### src/rtl/reaction_timer.sv
// reaction_timer: reaction-time game controller.
// Collects DELAY_BITS bits from the LFSR stream, waits MIN_DELAY_MS + seed ms,
// raises go, then measures the player's reaction in ms (saturating at 9999).
// A press before go is reported as a false start (early).
// Optional feature macro: REACT_TIMEOUT_EN -- when defined, a round in GO that
// would count past 9999 ms ends with timeout=1; when undefined, the counter
// saturates, GO persists until stop/rst, and timeout is tied low.
module reaction_timer #(
  parameter int unsigned TICK_DIV     = 100000,
  parameter int unsigned DELAY_BITS   = 12,
  parameter int unsigned MIN_DELAY_MS = 1000
) (
  input  logic        clk,
  input  logic        rst,
  input  logic        rnd,
  input  logic        start,
  input  logic        stop,
  output logic        go,
  output logic        busy,
  output logic [13:0] result_ms,
  output logic        result_valid,
  output logic        early,
  output logic        timeout
);

  // Delay counter must hold MIN_DELAY_MS + (2^DELAY_BITS - 1) without overflow.
  localparam int unsigned MS_MAX  = MIN_DELAY_MS + (1 << DELAY_BITS) - 1;
  localparam int unsigned MSW_RAW = $clog2(MS_MAX + 1);
  localparam int unsigned MSW     = (MSW_RAW > DELAY_BITS + 1) ? MSW_RAW : DELAY_BITS + 1;
  localparam int unsigned PW      = (TICK_DIV > 1) ? $clog2(TICK_DIV) : 1;
  localparam int unsigned BW      = (DELAY_BITS > 1) ? $clog2(DELAY_BITS) : 1;
  localparam logic [13:0] REACT_MAX = 14'd9999;

  typedef enum logic [1:0] {
    S_IDLE = 2'd0,
    S_SEED = 2'd1,
    S_WAIT = 2'd2,
    S_GO   = 2'd3
  } state_t;

  state_t r_state;
  state_t w_next;

  logic [DELAY_BITS-1:0] r_seed;
  logic [BW-1:0]         r_bitcnt;
  logic [PW-1:0]         r_presc;
  logic [MSW-1:0]        r_ms;
  logic [13:0]           r_react;

  logic                  r_go;
  logic                  r_busy;
  logic [13:0]           r_result_ms;
  logic                  r_result_valid;
  logic                  r_early;

  logic                  w_tick;
  logic                  w_seed_last;
  logic [DELAY_BITS-1:0] w_seed_next;
  logic [MSW-1:0]        w_load;
  logic                  w_fin;
  logic [13:0]           w_fin_ms;
  logic                  w_fin_early;
`ifdef REACT_TIMEOUT_EN
  logic                  r_timeout;
  logic                  w_fin_timeout;
`endif

  assign w_tick      = (r_presc == PW'(TICK_DIV - 1));
  assign w_seed_last = (r_bitcnt == BW'(DELAY_BITS - 1));
  assign w_load      = MSW'(MIN_DELAY_MS) + MSW'(w_seed_next);

  // Seed shift: newest rnd bit enters the LSB, so the first bit ends as MSB.
  always_comb begin
    w_seed_next    = r_seed << 1;
    w_seed_next[0] = rnd;
  end

  // State register.
  always_ff @(posedge clk) begin
    if (rst) r_state <= S_IDLE;
    else     r_state <= w_next;
  end

  // Next-state logic and end-of-round result selection.
  always_comb begin
    w_next      = r_state;
    w_fin       = 1'b0;
    w_fin_ms    = '0;
    w_fin_early = 1'b0;
`ifdef REACT_TIMEOUT_EN
    w_fin_timeout = 1'b0;
`endif
    unique case (r_state)
      S_IDLE: begin
        if (start) w_next = S_SEED;
      end
      S_SEED: begin
        if (stop) begin
          w_next      = S_IDLE;
          w_fin       = 1'b1;
          w_fin_early = 1'b1;
        end else if (w_seed_last) begin
          // A zero total delay (MIN_DELAY_MS=0, seed=0) skips WAIT entirely.
          w_next = (w_load == '0) ? S_GO : S_WAIT;
        end
      end
      S_WAIT: begin
        // A press on the very tick that would release go is still a false start.
        if (stop) begin
          w_next      = S_IDLE;
          w_fin       = 1'b1;
          w_fin_early = 1'b1;
        end else if (w_tick && (r_ms == MSW'(1))) begin
          w_next = S_GO;
        end
      end
      S_GO: begin
        if (stop) begin
          w_next   = S_IDLE;
          w_fin    = 1'b1;
          w_fin_ms = r_react;
        end
`ifdef REACT_TIMEOUT_EN
        else if (w_tick && (r_react == REACT_MAX)) begin
          w_next        = S_IDLE;
          w_fin         = 1'b1;
          w_fin_ms      = REACT_MAX;
          w_fin_timeout = 1'b1;
        end
`endif
      end
      default: w_next = S_IDLE;
    endcase
  end

  // Seed, prescaler, delay and reaction counters.
  always_ff @(posedge clk) begin
    if (rst) begin
      r_seed   <= '0;
      r_bitcnt <= '0;
      r_presc  <= '0;
      r_ms     <= '0;
      r_react  <= '0;
    end else begin
      unique case (r_state)
        S_IDLE: begin
          if (start) begin
            r_seed   <= '0;
            r_bitcnt <= '0;
            r_presc  <= '0;
            r_ms     <= '0;
            r_react  <= '0;
          end
        end
        S_SEED: begin
          r_seed   <= w_seed_next;
          r_bitcnt <= r_bitcnt + BW'(1);
          if (w_seed_last) begin
            r_ms    <= w_load;
            r_presc <= '0;
            r_react <= '0;
          end
        end
        S_WAIT: begin
          r_presc <= w_tick ? '0 : r_presc + PW'(1);
          if (w_tick) begin
            r_ms <= r_ms - MSW'(1);
            if (r_ms == MSW'(1)) r_react <= '0;
          end
        end
        S_GO: begin
          r_presc <= w_tick ? '0 : r_presc + PW'(1);
          if (w_tick && (r_react != REACT_MAX)) r_react <= r_react + 14'd1;
        end
        default: ;
      endcase
    end
  end

  // Registered outputs; results change only on a result_valid pulse.
  always_ff @(posedge clk) begin
    if (rst) begin
      r_go           <= 1'b0;
      r_busy         <= 1'b0;
      r_result_valid <= 1'b0;
      r_result_ms    <= '0;
      r_early        <= 1'b0;
`ifdef REACT_TIMEOUT_EN
      r_timeout      <= 1'b0;
`endif
    end else begin
      r_go           <= (w_next == S_GO);
      r_busy         <= (w_next != S_IDLE);
      r_result_valid <= w_fin;
      if (w_fin) begin
        r_result_ms <= w_fin_ms;
        r_early     <= w_fin_early;
`ifdef REACT_TIMEOUT_EN
        r_timeout   <= w_fin_timeout;
`endif
      end
    end
  end

  assign go           = r_go;
  assign busy         = r_busy;
  assign result_ms    = r_result_ms;
  assign result_valid = r_result_valid;
  assign early        = r_early;
`ifdef REACT_TIMEOUT_EN
  assign timeout      = r_timeout;
`else
  assign timeout      = 1'b0;
`endif

endmodule

### config.mk
export PLATFORM = sky130hd
export DESIGN_NAME = reaction_timer
export DESIGN_NICKNAME = d
export VERILOG_FILES = /design/src/rtl/reaction_timer.sv
export SDC_FILE = /design/constraint.sdc
export NUM_CORES = 1
export LEC_CHECK = 0
export ABC_CLOCK_PERIOD_IN_PS = 2350
export CAP_MARGIN = 20
export CORE_AREA = 2 2 122 124
export DETAILED_ROUTE_END_ITERATION = 7
export DIE_AREA = 0 0 124 126
export MAX_ROUTING_LAYER = met4
export SLEW_MARGIN = 40
export SYNTH_ARGS = -nofsm -noshare
export SYNTH_HDL_FRONTEND = slang
export SYNTH_SLANG_ARGS = --single-unit
### constraint.sdc
create_clock -name clk -period 2.35 [get_ports clk]
set_input_delay 0.47 -clock clk [delete_from_list [all_inputs] [get_ports clk]]
set_output_delay 0.47 -clock clk [all_outputs]
set_load 0.02 [all_outputs]
==> results.yml, run 1 <==
yosys:
  synth_compound_area_frac: 0.250
  synth_nets: 504
  synth_top_cells_by_area: "sky130_fd_sc_hd__dfxtp_1 38%, sky130_fd_sc_hd__a21oi_1 4.3%, sky130_fd_sc_hd__o211ai_1 3.8%, sky130_fd_sc_hd__nor2_1 3.7%, sky130_fd_sc_hd__a22o_1 3.1%"
  synth.area.mux_share: 0.0286
  synth_top_cell_area_share: 0.376
  synth_adder_area_share: 0.0298
  ys_async_sr_fraction: 0
  yosys.area_share.simple: 0.204
  post_synthesis_instance_total: 489
  synth_enable_flop_cells: 0
  post_synth_xor_area_fraction: 0.0521
  ys.flop_type: "sky130_fd_sc_hd__dfxtp_1"
  synth-seq-area-share: 0.376
  synth-warning-count: 0
  synth_top_area_cell: "sky130_fd_sc_hd__dfxtp_1"
  synth_common_cells: "79 x sky130_fd_sc_hd__dfxtp_1, 41 x sky130_fd_sc_hd__nor2_1, 36 x sky130_fd_sc_hd__a21oi_1"
  synth.avg_cell_area_um2: 8.59
  dominant_combinational_cell_family_by_area_after_synthesis: "compound AO/OA/AOI/OAI gates"
  synth_area_mm2: 0.00420
  netlist-cell-type-count: 67
  ys_ff_latch: 79
  yosys.cell_count.top_type: "sky130_fd_sc_hd__dfxtp_1"
detailed_routing:
  routed_wire_length_per_instance_um: 14.9
  vias_per_cell: 5.32
  dr_total_vias: 3738
  route.final.wire_length_um: 10500
  detail_route.iter0.violations: 220
  dr.pass1.iters: 5
  postRouteAntennaNets: 0
  drt_drc_violations_left: 0
sta:
  finClkSkew_ns: 0.0113
  worst_slew_margin_rel: 0.635
  fin_ws_ns: 0.147
  finalHoldWorstSlack_ns: 0.481
  totalNegativeSetupSlack_ns: 0
  final_hold_viol_count: 0
  finalSetupViolations: 0
  rsz0062_at_grt: "false"
  tightest_slew_ns: 0.540
  maxClockFrequency_ghz: 0.454
  layout_worst_path_cycle_share: 0.937
  min_period_ns: 2.20
  timing.final.max_slew_violations: 0
clock_network:
  clock-root-buffer: "sky130_fd_sc_hd__clkbuf_16"
  cts_sinks: 79
  clk_transition_reported_paths_ns: 0.06
  clock_latency_ns: 0.35
  post_cts_repair_timing_setup_buffer_count: 0
  cts.repair.resized: 0
  cts_htree_levels: 3
  cts.hold.buffers_added: 0
  cts_tree: "yes"
  cts_buffers: 9
  clockBufferDepth: 2
run:
  maxCapViolCount: 0
worst_setup_path:
  crit_chain: "inv_1, ha_1, or4b_1, or3_4, o21a_4, o211ai_1, mux2i_1"
  worstSetupEndpointType: "register"
  critical_path.startpoint_type: "register"
  crit_fanout: 23
  crit_family: "simple AND/OR/NAND/NOR gates"
  class_of_the_most_critical_setup_path: "reg2reg"
  timing.critical_path.buf_inv: 1
  slowest_delay_ns: 0.48
  arrival_ns: 2.43
  worstPathRequired_ns: 2.57
  worst_path_max_delay_cell: "sky130_fd_sc_hd__or4b_1"
grt:
  grt_first_pass_wirelength_um: 17400
  globalRoute.totalOverflow: 0
  grt_antenna_before_repair: 0
  groute.usage.overall: 0.145
  first_global_vias: 3519
  grt_start_max_net_pins: 36
floorplanning:
  pin_count: 24
  design.core.area_mm2: 0.0143
  initial_core_util: 0.294
  die_width_um: 124
  die_h_um: 126
  row_count: 44
  die_area_mm2: 0.0156
place:
  last_weighted_congestion_value_of_the_routability_driven_placer: 0.864
  detailed_place_hpwl_um: 7350
  dpl_cell_area_mm2: 0.00468
  post-place-ws_ns: 0.0489
  port-buffer-count: 22
cells_and_area:
  drive_above_1_share: 0.106
  final_area_mm2: 0.00502
  number_of_nets_in_the_final_layout: 530
  layout-area-overhead-vs-synth_pct: 19.5
  utilization: 0.351
  filler_cell_count: 1510
  insertedDiodeCount: 0
power_and_ir_drop:
  seq_power_share: 0.409
  comb_power_share: 0.114
  powerDensity_mw_per_mm2: 667
  static-leakage-power_nw: 1.69
  cellInternalPower_mw: 2.53
  swShare: 0.245
  max-vdd-ir-drop_v: 0.000335
  clock_power_share: 0.476
  switchingPower_mw: 0.823
min_path:
  hp-class: "reg2reg"
status:
  status: "completed"
==> power groups by stage <==
stage	Sequential, mW	Combinational, mW	Clock (mW)
final	1.37	0.383	1.60
after global routing	1.37	0.420	1.70
after CTS	1.37	0.380	1.64
after detailed placement	1.40	0.379	0
after global placement	1.40	0.373	0
after floorplan	1.40	0.253	0
==> flip-flops by register name, indices dropped and copies added (netlist names) <==
signal        flops
r_bitcnt          4
busy              1
r_state           2
r_seed           11
result_valid      1
result_ms        14
r_presc          17
go                1
early             1
r_ms             13
r_react          14
==> through the flow <==
stage / std cells / power [mW]
after floorplan: 489 / 1.65
after global placement: 688 / 1.77
after detailed placement: 688 / 1.78
after CTS: 703 / 3.39
after global routing: 703 / 3.49
final: 703 / 3.35
==> logic make-up after synthesis <==
group                      Yosys count
DFF                                 79
adders and majority gates           10
muxes                               12
and+or+nand+nor                    158
other                                1
AOI/OAI and AO/OA                  149
buffers and inverters               55
xor gates and xnor gates            25
==> area by class of cell <==
cell class | count | area [um^2] | area share
multi-input combinational | 355 | 2380 | 0.475
sequential | 79 | 1580 | 0.315
timing repair buffer | 46 | 400 | 0.0797
tap | 184 | 230 | 0.0458
clock buffer | 9 | 225 | 0.0448
clock inverter | 6 | 109 | 0.0217
inverter | 24 | 90.1 | 0.0179
==> final timing paths <==
kind,endpoint,startpoint,slack [ns],cells past startpoint
min,result_ms[3],result_ms[3],0.48,1
max reg2reg,r_react[6],r_ms[1],0.15,7
min reg2reg,result_ms[3],result_ms[3],0.48,1
max,r_react[6],r_ms[1],0.15,7
==> per-layer routing <==
metal	wire [um]	vias up	track usage	part of all wire
met2	5090	70	0.231	0.49
met1	4880	1797	0.181	0.47
met5	0	-	-	0
met4	69	0	0.0410	0.0066
li1	-	1865	-	-
met3	435	6	0.0389	0.042
==> placed cells by master, fill, tap and decap left out, types with 3 or more instances in the layout <==
cell type and n:
sky130_fd_sc_hd__xor2_1 11, sky130_fd_sc_hd__dfxtp_1 78, sky130_fd_sc_hd__a21o_1 3, sky130_fd_sc_hd__a22o_1 15, sky130_fd_sc_hd__o211ai_2 3, sky130_fd_sc_hd__or3_1 3, sky130_fd_sc_hd__mux2i_1 12, sky130_fd_sc_hd__clkbuf_16 9
sky130_fd_sc_hd__ha_1 10, sky130_fd_sc_hd__bufinv_16 3, sky130_fd_sc_hd__and2_1 3, sky130_fd_sc_hd__o21ai_1 5, sky130_fd_sc_hd__or4_1 3, sky130_fd_sc_hd__clkdlybuf4s50_1 22, sky130_fd_sc_hd__o211ai_1 21, sky130_fd_sc_hd__nor4_1 5
sky130_fd_sc_hd__a22oi_1 16, sky130_fd_sc_hd__nand4_1 10, sky130_fd_sc_hd__nand3_1 17, sky130_fd_sc_hd__and3_1 5, sky130_fd_sc_hd__nor3_1 9, sky130_fd_sc_hd__xnor2_1 14, sky130_fd_sc_hd__inv_1 21, sky130_fd_sc_hd__a211oi_1 6
sky130_fd_sc_hd__nor4b_1 6, sky130_fd_sc_hd__nor2_1 40, sky130_fd_sc_hd__nand2_1 32, sky130_fd_sc_hd__a21oi_1 36, sky130_fd_sc_hd__and4_1 4, sky130_fd_sc_hd__o21ai_0 17, sky130_fd_sc_hd__buf_4 24
Note: power is estimated with default switching activity, not from simulation.
==> inputs of run 2 (changes only) <==
- CTS_BUF_LIST: default -> sky130_fd_sc_hd__clkbuf_8 sky130_fd_sc_hd__clkbuf_16
==> results of run 2 <==
No change in the layout: final DEF, timing and power equal those of run 1.
